## src/rtl/mac_pkg.sv

```systemverilog
// Shared types and the saturating adder for the multi-lane MAC array.
package mac_pkg;

  typedef enum logic {
    MODE_PSUM = 1'b0,
    MODE_ACC  = 1'b1
  } mode_e;

  // Widest result the saturating adder supports.
  localparam int SAT_MAX_W = 64;

  // Adds two unsigned values with one guard bit and clamps to 2^width-1.
  // Returns {sat, sum}; sum bits above width are always zero.
  function automatic logic [SAT_MAX_W:0] sat_add(
    input logic [SAT_MAX_W-1:0] a,
    input logic [SAT_MAX_W-1:0] b,
    input int unsigned          width
  );
    logic [SAT_MAX_W:0] w_one;
    logic [SAT_MAX_W:0] w_lim;
    logic [SAT_MAX_W:0] w_full;
    w_one  = {{SAT_MAX_W{1'b0}}, 1'b1};
    w_lim  = (w_one << width) - w_one;
    w_full = {1'b0, a} + {1'b0, b};
    if (w_full > w_lim) begin
      sat_add = {1'b1, w_lim[SAT_MAX_W-1:0]};
    end else begin
      sat_add = {1'b0, w_full[SAT_MAX_W-1:0]};
    end
  endfunction

endpackage

```

## src/rtl/mac_pipe_array_lane.sv

```systemverilog
// One MAC lane: S1 product register, S2 accumulator, sticky flag and output.
module mac_lane
  import mac_pkg::*;
#(
  parameter int IN_BITWIDTH  = 16,
  parameter int OUT_BITWIDTH = 32
) (
  input  logic                    clk,
  input  logic                    rst,
  input  logic                    i_adv,
  input  logic                    i_s1_valid,
  input  mode_e                   i_s1_mode,
  input  logic                    i_s1_last,
  input  logic [IN_BITWIDTH-1:0]  i_a,
  input  logic [IN_BITWIDTH-1:0]  i_w,
  input  logic [OUT_BITWIDTH-1:0] i_sum,
  output logic [OUT_BITWIDTH-1:0] o_out,
  output logic                    o_sat
);

  localparam int PW = 2 * IN_BITWIDTH;
  localparam int EW = (PW > OUT_BITWIDTH) ? PW : OUT_BITWIDTH;
  localparam logic [EW-1:0] L_MAX_EXT = EW'({OUT_BITWIDTH{1'b1}});

  logic [PW-1:0]           r_prod;
  logic [OUT_BITWIDTH-1:0] r_sum;
  logic [OUT_BITWIDTH-1:0] r_acc;
  logic                    r_sticky;
  logic [OUT_BITWIDTH-1:0] r_out;
  logic                    r_out_sat;

  logic [EW-1:0]           w_prod_ext;
  logic                    w_prod_sat;
  logic [OUT_BITWIDTH-1:0] w_prod_c;
  logic [OUT_BITWIDTH-1:0] w_base;
  logic [SAT_MAX_W:0]      w_add;
  logic [OUT_BITWIDTH-1:0] w_step_sum;
  logic                    w_step_sat;

  // Clamp the product, pick the addend (psum or accumulator) and do the saturating add.
  always_comb begin
    w_prod_ext = EW'(r_prod);
    w_prod_sat = (w_prod_ext > L_MAX_EXT);
    w_prod_c   = w_prod_sat ? {OUT_BITWIDTH{1'b1}} : w_prod_ext[OUT_BITWIDTH-1:0];
    w_base     = (i_s1_mode == MODE_PSUM) ? r_sum : r_acc;
    w_add      = sat_add(SAT_MAX_W'(w_prod_c), SAT_MAX_W'(w_base), OUT_BITWIDTH);
    w_step_sum = w_add[OUT_BITWIDTH-1:0];
    // Bits above OUT_BITWIDTH are zero after clamping; folding them in keeps the whole result consumed.
    w_step_sat = w_add[SAT_MAX_W] | (|w_add[SAT_MAX_W-1:OUT_BITWIDTH]) | w_prod_sat;
  end

  // Pipeline registers: S1 captures product/psum, S2 updates accumulator or output.
  always_ff @(posedge clk or posedge rst) begin
    if (rst) begin
      r_prod    <= '0;
      r_sum     <= '0;
      r_acc     <= '0;
      r_sticky  <= 1'b0;
      r_out     <= '0;
      r_out_sat <= 1'b0;
    end else if (i_adv) begin
      r_prod <= PW'(i_a) * PW'(i_w);
      r_sum  <= i_sum;
      if (i_s1_valid) begin
        if (i_s1_mode == MODE_PSUM) begin
          r_out     <= w_step_sum;
          r_out_sat <= w_step_sat;
        end else if (i_s1_last) begin
          r_out     <= w_step_sum;
          r_out_sat <= r_sticky | w_step_sat;
          r_acc     <= '0;
          r_sticky  <= 1'b0;
        end else begin
          r_acc    <= w_step_sum;
          r_sticky <= r_sticky | w_step_sat;
        end
      end
    end
  end

  assign o_out = r_out;
  assign o_sat = r_out_sat;

endmodule

```

## src/rtl/mac_pipe_array.sv

```systemverilog
// Multi-lane two-stage saturating MAC with a single shared valid/ready handshake.
module mac_pipe_array
  import mac_pkg::*;
#(
  parameter int LANES        = 4,
  parameter int IN_BITWIDTH  = 16,
  parameter int OUT_BITWIDTH = 32
) (
  input  logic                          clk,
  input  logic                          rst,
  input  logic                          in_valid,
  output logic                          in_ready,
  input  logic                          mode,
  input  logic                          in_last,
  input  logic [LANES*IN_BITWIDTH-1:0]  a_in,
  input  logic [LANES*IN_BITWIDTH-1:0]  w_in,
  input  logic [LANES*OUT_BITWIDTH-1:0] sum_in,
  output logic                          out_valid,
  input  logic                          out_ready,
  output logic [LANES*OUT_BITWIDTH-1:0] out,
  output logic [LANES-1:0]              out_sat
);

  logic  w_adv;
  logic  r_s1_valid;
  mode_e r_s1_mode;
  logic  r_s1_last;
  logic  r_out_valid;

  // The whole pipeline moves together: it advances unless a result is waiting downstream.
  assign w_adv    = !r_out_valid || out_ready;
  assign in_ready = w_adv;

  // Shared beat controls for S1 and result-valid for S2; ACC non-last beats produce no result.
  always_ff @(posedge clk or posedge rst) begin
    if (rst) begin
      r_s1_valid  <= 1'b0;
      r_s1_mode   <= MODE_PSUM;
      r_s1_last   <= 1'b0;
      r_out_valid <= 1'b0;
    end else if (w_adv) begin
      r_s1_valid  <= in_valid;
      r_s1_mode   <= mode_e'(mode);
      r_s1_last   <= in_last;
      r_out_valid <= r_s1_valid && ((r_s1_mode == MODE_PSUM) || r_s1_last);
    end
  end

  assign out_valid = r_out_valid;

  for (genvar g = 0; g < LANES; g++) begin : g_lane
    mac_lane #(
      .IN_BITWIDTH (IN_BITWIDTH),
      .OUT_BITWIDTH(OUT_BITWIDTH)
    ) u_lane (
      .clk       (clk),
      .rst       (rst),
      .i_adv     (w_adv),
      .i_s1_valid(r_s1_valid),
      .i_s1_mode (r_s1_mode),
      .i_s1_last (r_s1_last),
      .i_a       (a_in[g*IN_BITWIDTH +: IN_BITWIDTH]),
      .i_w       (w_in[g*IN_BITWIDTH +: IN_BITWIDTH]),
      .i_sum     (sum_in[g*OUT_BITWIDTH +: OUT_BITWIDTH]),
      .o_out     (out[g*OUT_BITWIDTH +: OUT_BITWIDTH]),
      .o_sat     (out_sat[g])
    );
  end

endmodule

```

## config.mk

```make
export PLATFORM = sky130hd
export DESIGN_NAME = mac_pipe_array
export DESIGN_NICKNAME = d
export VERILOG_FILES = /design/src/rtl/mac_pkg.sv /design/src/rtl/mac_pipe_array_lane.sv /design/src/rtl/mac_pipe_array.sv
export SDC_FILE = /design/constraint.sdc
export NUM_CORES = 2
export LEC_CHECK = 0
export ABC_AREA = 0
export CORE_MARGIN = 1.5
export CORE_UTILIZATION = 40
export CTS_CLUSTER_DIAMETER = 200
export DETAILED_ROUTE_END_ITERATION = 10
export DONT_BUFFER_PORTS = 1
export PLACE_DENSITY = 0.57
export SETUP_SLACK_MARGIN = 0.15
export SKIP_CTS_REPAIR_TIMING = 1
export SYNTH_ARGS = -nofsm -noshare
export SYNTH_HDL_FRONTEND = slang
export SYNTH_SLANG_ARGS = --single-unit
```

## constraint.sdc

```tcl
create_clock -name clk -period 21.4 [get_ports clk]
set_input_delay 4.28 -clock clk [delete_from_list [all_inputs] [get_ports clk]]
set_output_delay 4.28 -clock clk [all_outputs]
set_load 0.02 [all_outputs]
```

==> key figures <==
Yosys
  – Seq/Total Area, Yosys: 0.219
  – Syn Inst Count: slightly below 7000
  – Mux cell area share after synthesis: 0.0244
  – Post-Syn Area per Cell: 8.85 µm²
  – Area leader, netlist: fa_1
  – Synth top cells by count: nand2_1 (1290), inv_1 (972), fa_1 (780)
  – Yosys warnings: 0
  – Yosys top cell area share: 0.261
  – Cell area after synthesis: roughly 60000 µm²
  – Compound-cell area share of the yosys netlist: 0.0992
  – Synth Area in XOR/XNOR: 0.0313
  – Largest family of logic cells by synthesized area: adder cells
  – Ys async rst share: 1.00
  – Distinct cells, synth: 79
  – Synthesis-stage register bit count: 524
  – Number of flops mapped to enable cells by yosys: 0
  – Count leader, synth: nand2_1
  – Largest cells by area after synthesis: fa_1 (26%), dfrtp_1 (22%), ha_1 (11%), nand2_1 (8.1%), inv_1 (6.1%)
  – Post-Synth Adder-Cell Area: 0.374
  – Top FF cell, synth: dfrtp_1
  – Post-Syn Nets: roughly 8400
  – Simple-gate share of the synthesized area: 0.173

Global routing
  – First-pass GRT wire length: approximately 270 mm
  – GRT Total Usage: 0.222
  – Grt ovf: 0
  – Number of global-route vias before repair: 46600
  – M3 GR Usage: 0.0470
  – Initial antenna violation count: 14
  – Largest net degree at the start of global routing: slightly below 200
  – GRT Max-Usage Layer: met2
  – Met1 GRT Util: 0.302
  – M2 GR Usage: 0.358

Clock tree
  – CTS buffer count: between 60 and 70
  – Clock Sink Count: 524
  – CTS tree: done
  – # H-tree levels: 3
  – Max Root-Sink Buffers: 3
  – CTS root buffer: clkbuf_16
  – Clk pin slew, worst setup/hold paths: 0.05 ns
  – Insertion delay to the later sink of the worst-skew pair: 0.65 ns

STA
  – Worst Skew: 0.0353 ns
  – RSZ-0062 raised after global routing: false
  – Final Hold Violating Endpoints: 0
  – Fmax: 98.3 MHz
  – Endpoints failing setup: 0
  – Final critical-path setup slack: roughly 11 ns
  – Period minus WS final: a little over 10 ns
  – Final Cycle Share: 0.475
  – Worst relative slew slack: 0.255
  – Worst Tran Pin Value: between 1 and 1.5 ns
  – Setup TNS: 0 ns
  – Slew Limit Fails: 0

Outcome
  – Status: completed

Place
  – Routability Congestion: 0.880
  – Placed insts: 8438
  – DP HPWL: approximately 130 mm
  – DP Worst Slack: 10.56 ns
  – Port-buffer cells: 0

Setup path
  – Crit path launch: a_in[23]
  – Crit path capture type: flip-flop
  – Data required, critical path: 21.89 ns
  – Flop-to-flop setup slack: 15.11 ns
  – Setup crit end: g_lane[1].u_lane.r_prod[30]$_DFFE_PP0N_
  – Setup crit start kind: input port
  – Critical Path Fanout Max: 16
  – Worst r2r src: r_s1_mode$_DFFE_PP0N_
  – Worst setup path category: input port to flip-flop
  – End of the worst register-to-register path: g_lane[3].u_lane.r_acc[12]$_DFFE_PP0P_
  – R2R cell count: 16
  – Critical path arrival: approximately 11 ns

Floorplan
  – DIE AREA: roughly 150000 µm²
  – Site row count: 141
  – Die height: 390 µm
  – Starting Density: 0.404
  – Core area: roughly 150000 µm²
  – Chip width: 390 µm
  – # IOs: 396

Layout
  – Share of cells above drive strength 1: 0.0449
  – Final core utilization: 0.431
  – Layout Cells excl Fill: between 8000 and 9000
  – Area Overhead vs Synth: 6.46%
  – Fin nets: 8164

Drt
  – Post-DRT Antenna Nets: 0
  – Initial DRC Count: 2477
  – First-pass DRT Iterations: 5
  – Drt total wl: 167 mm
  – Via density: 5.20
  – Vias: ~45000
  – DRC Markers: 0
  – WL per Instance: 19.5 µm

Job
  – Max Cap Viol: 0

Min path
  – Worst hold path class: flip-flop to flip-flop
[worst max-delay path, stage by stage]
cell and delay (ns):
and2_1 0.15, fa_1 0.53, inv_1 0.05, fa_1 0.49, fa_1 0.53, inv_1 0.05
fa_1 0.46, fa_1 0.54, inv_1 0.05, fa_1 0.53, inv_1 0.04, ha_1 0.36
a21o_1 0.21, a2111o_1 0.45, a2111oi_4 0.29, a211oi_2 0.12, a31oi_4 0.28, o21ai_2 0.11
o31a_1 0.28, or4_1 0.40, a31oi_1 0.20, xor2_1 0.16, o21ai_1 0.07
[stage by stage]
| step | instance area, µm² | hold WS (ns) |
|---|---|---|
| finish | 63800 | 0.460 |
| global route | 63800 | 0.483 |
| CTS | 63800 | 0.466 |
| detailed placement | 61500 | 0.455 |
| global placement | 61500 | 0.446 |
| floorplan | 59900 | 0.435 |
[worst min path at each step]
stage,cells past startpoint,from,endpoint,slack (ns)
2_1_floorplan,2,g_lane[0].u_lane.r_sum[0]$_DFFE_PP0N_,g_lane[0].u_lane.r_sum[0]$_DFFE_PP0N_,0.43
3_3_place_gp,2,g_lane[0].u_lane.r_sum[15]$_DFFE_PP0N_,g_lane[0].u_lane.r_sum[15]$_DFFE_PP0N_,0.45
3_5_place_dp,2,g_lane[0].u_lane.r_sum[24]$_DFFE_PP0N_,g_lane[0].u_lane.r_sum[24]$_DFFE_PP0N_,0.46
4_1_cts,2,g_lane[2].u_lane.r_sum[0]$_DFFE_PP0N_,g_lane[2].u_lane.r_sum[0]$_DFFE_PP0N_,0.47
5_1_grt,2,g_lane[1].u_lane.r_sum[29]$_DFFE_PP0N_,g_lane[1].u_lane.r_sum[29]$_DFFE_PP0N_,0.48
6_report,2,g_lane[3].u_lane.r_sum[25]$_DFFE_PP0N_,g_lane[3].u_lane.r_sum[25]$_DFFE_PP0N_,0.46
[flip-flops by register name, summed over array words and instances (netlist names)]
signal and count:
g_lane.u_lane.r_prod 128, r_s1_last 1, g_lane.u_lane.r_acc 128, g_lane.u_lane.o_out 128
g_lane.u_lane.r_sum 128, r_s1_valid 1, out_valid 1, g_lane.u_lane.o_sat 4
r_s1_mode 1, g_lane.u_lane.r_sticky 4
[layer usage]
layer	part of all wire	vias up
met4	0.025	10
met2	0.46	1047
met3	0.065	207
met5	0.00040	-
met1	0.45	22400
li1	-	20900
[final cells by class]
type                       instances  area (µm²)
clock inverter                    35         380
multi-input combinational       4987       42100
clock buffer                      88        1890
antenna                            6        15.0
inverter                         974        3670
tap                             1930        2410
sequential                       524       13100
fill                           14700       84400
timing repair buffer              23         223
[cell usage in the layout, fill, tap and decap left out, types with 11 or more instances in the layout]
cell,instances
fa_1,780
a21o_1,102
inv_1,971
clkbuf_16,69
xnor2_1,128
dfrtp_1,523
nand2b_1,31
a31oi_1,29
nand2_1,1290
o21bai_1,36
mux2_2,129
nand4_1,13
ha_1,544
a211oi_1,22
o21ai_0,193
o211ai_1,11
nor2_1,383
clkinv_2,15
o21ai_1,71
nor3_1,22
o31ai_1,18
and3_1,22
and2_1,464
o21a_1,37
nand3_1,39
buf_4,19
xor2_1,86
nor2b_1,29
a21oi_1,375
[logic make-up after synthesis]
logic type,after synthesis
AO/OA/AOI/OAI,986
XOR/XNOR,214
adder cells (fa/ha/maj),1324
buffers and inverters,1257
flip-flops,524
multiplexers,130
AND/OR/NAND/NOR,2333
Power is not shown: default switching activity piles up to over one toggle a cycle in this logic, so the estimate is an artifact.
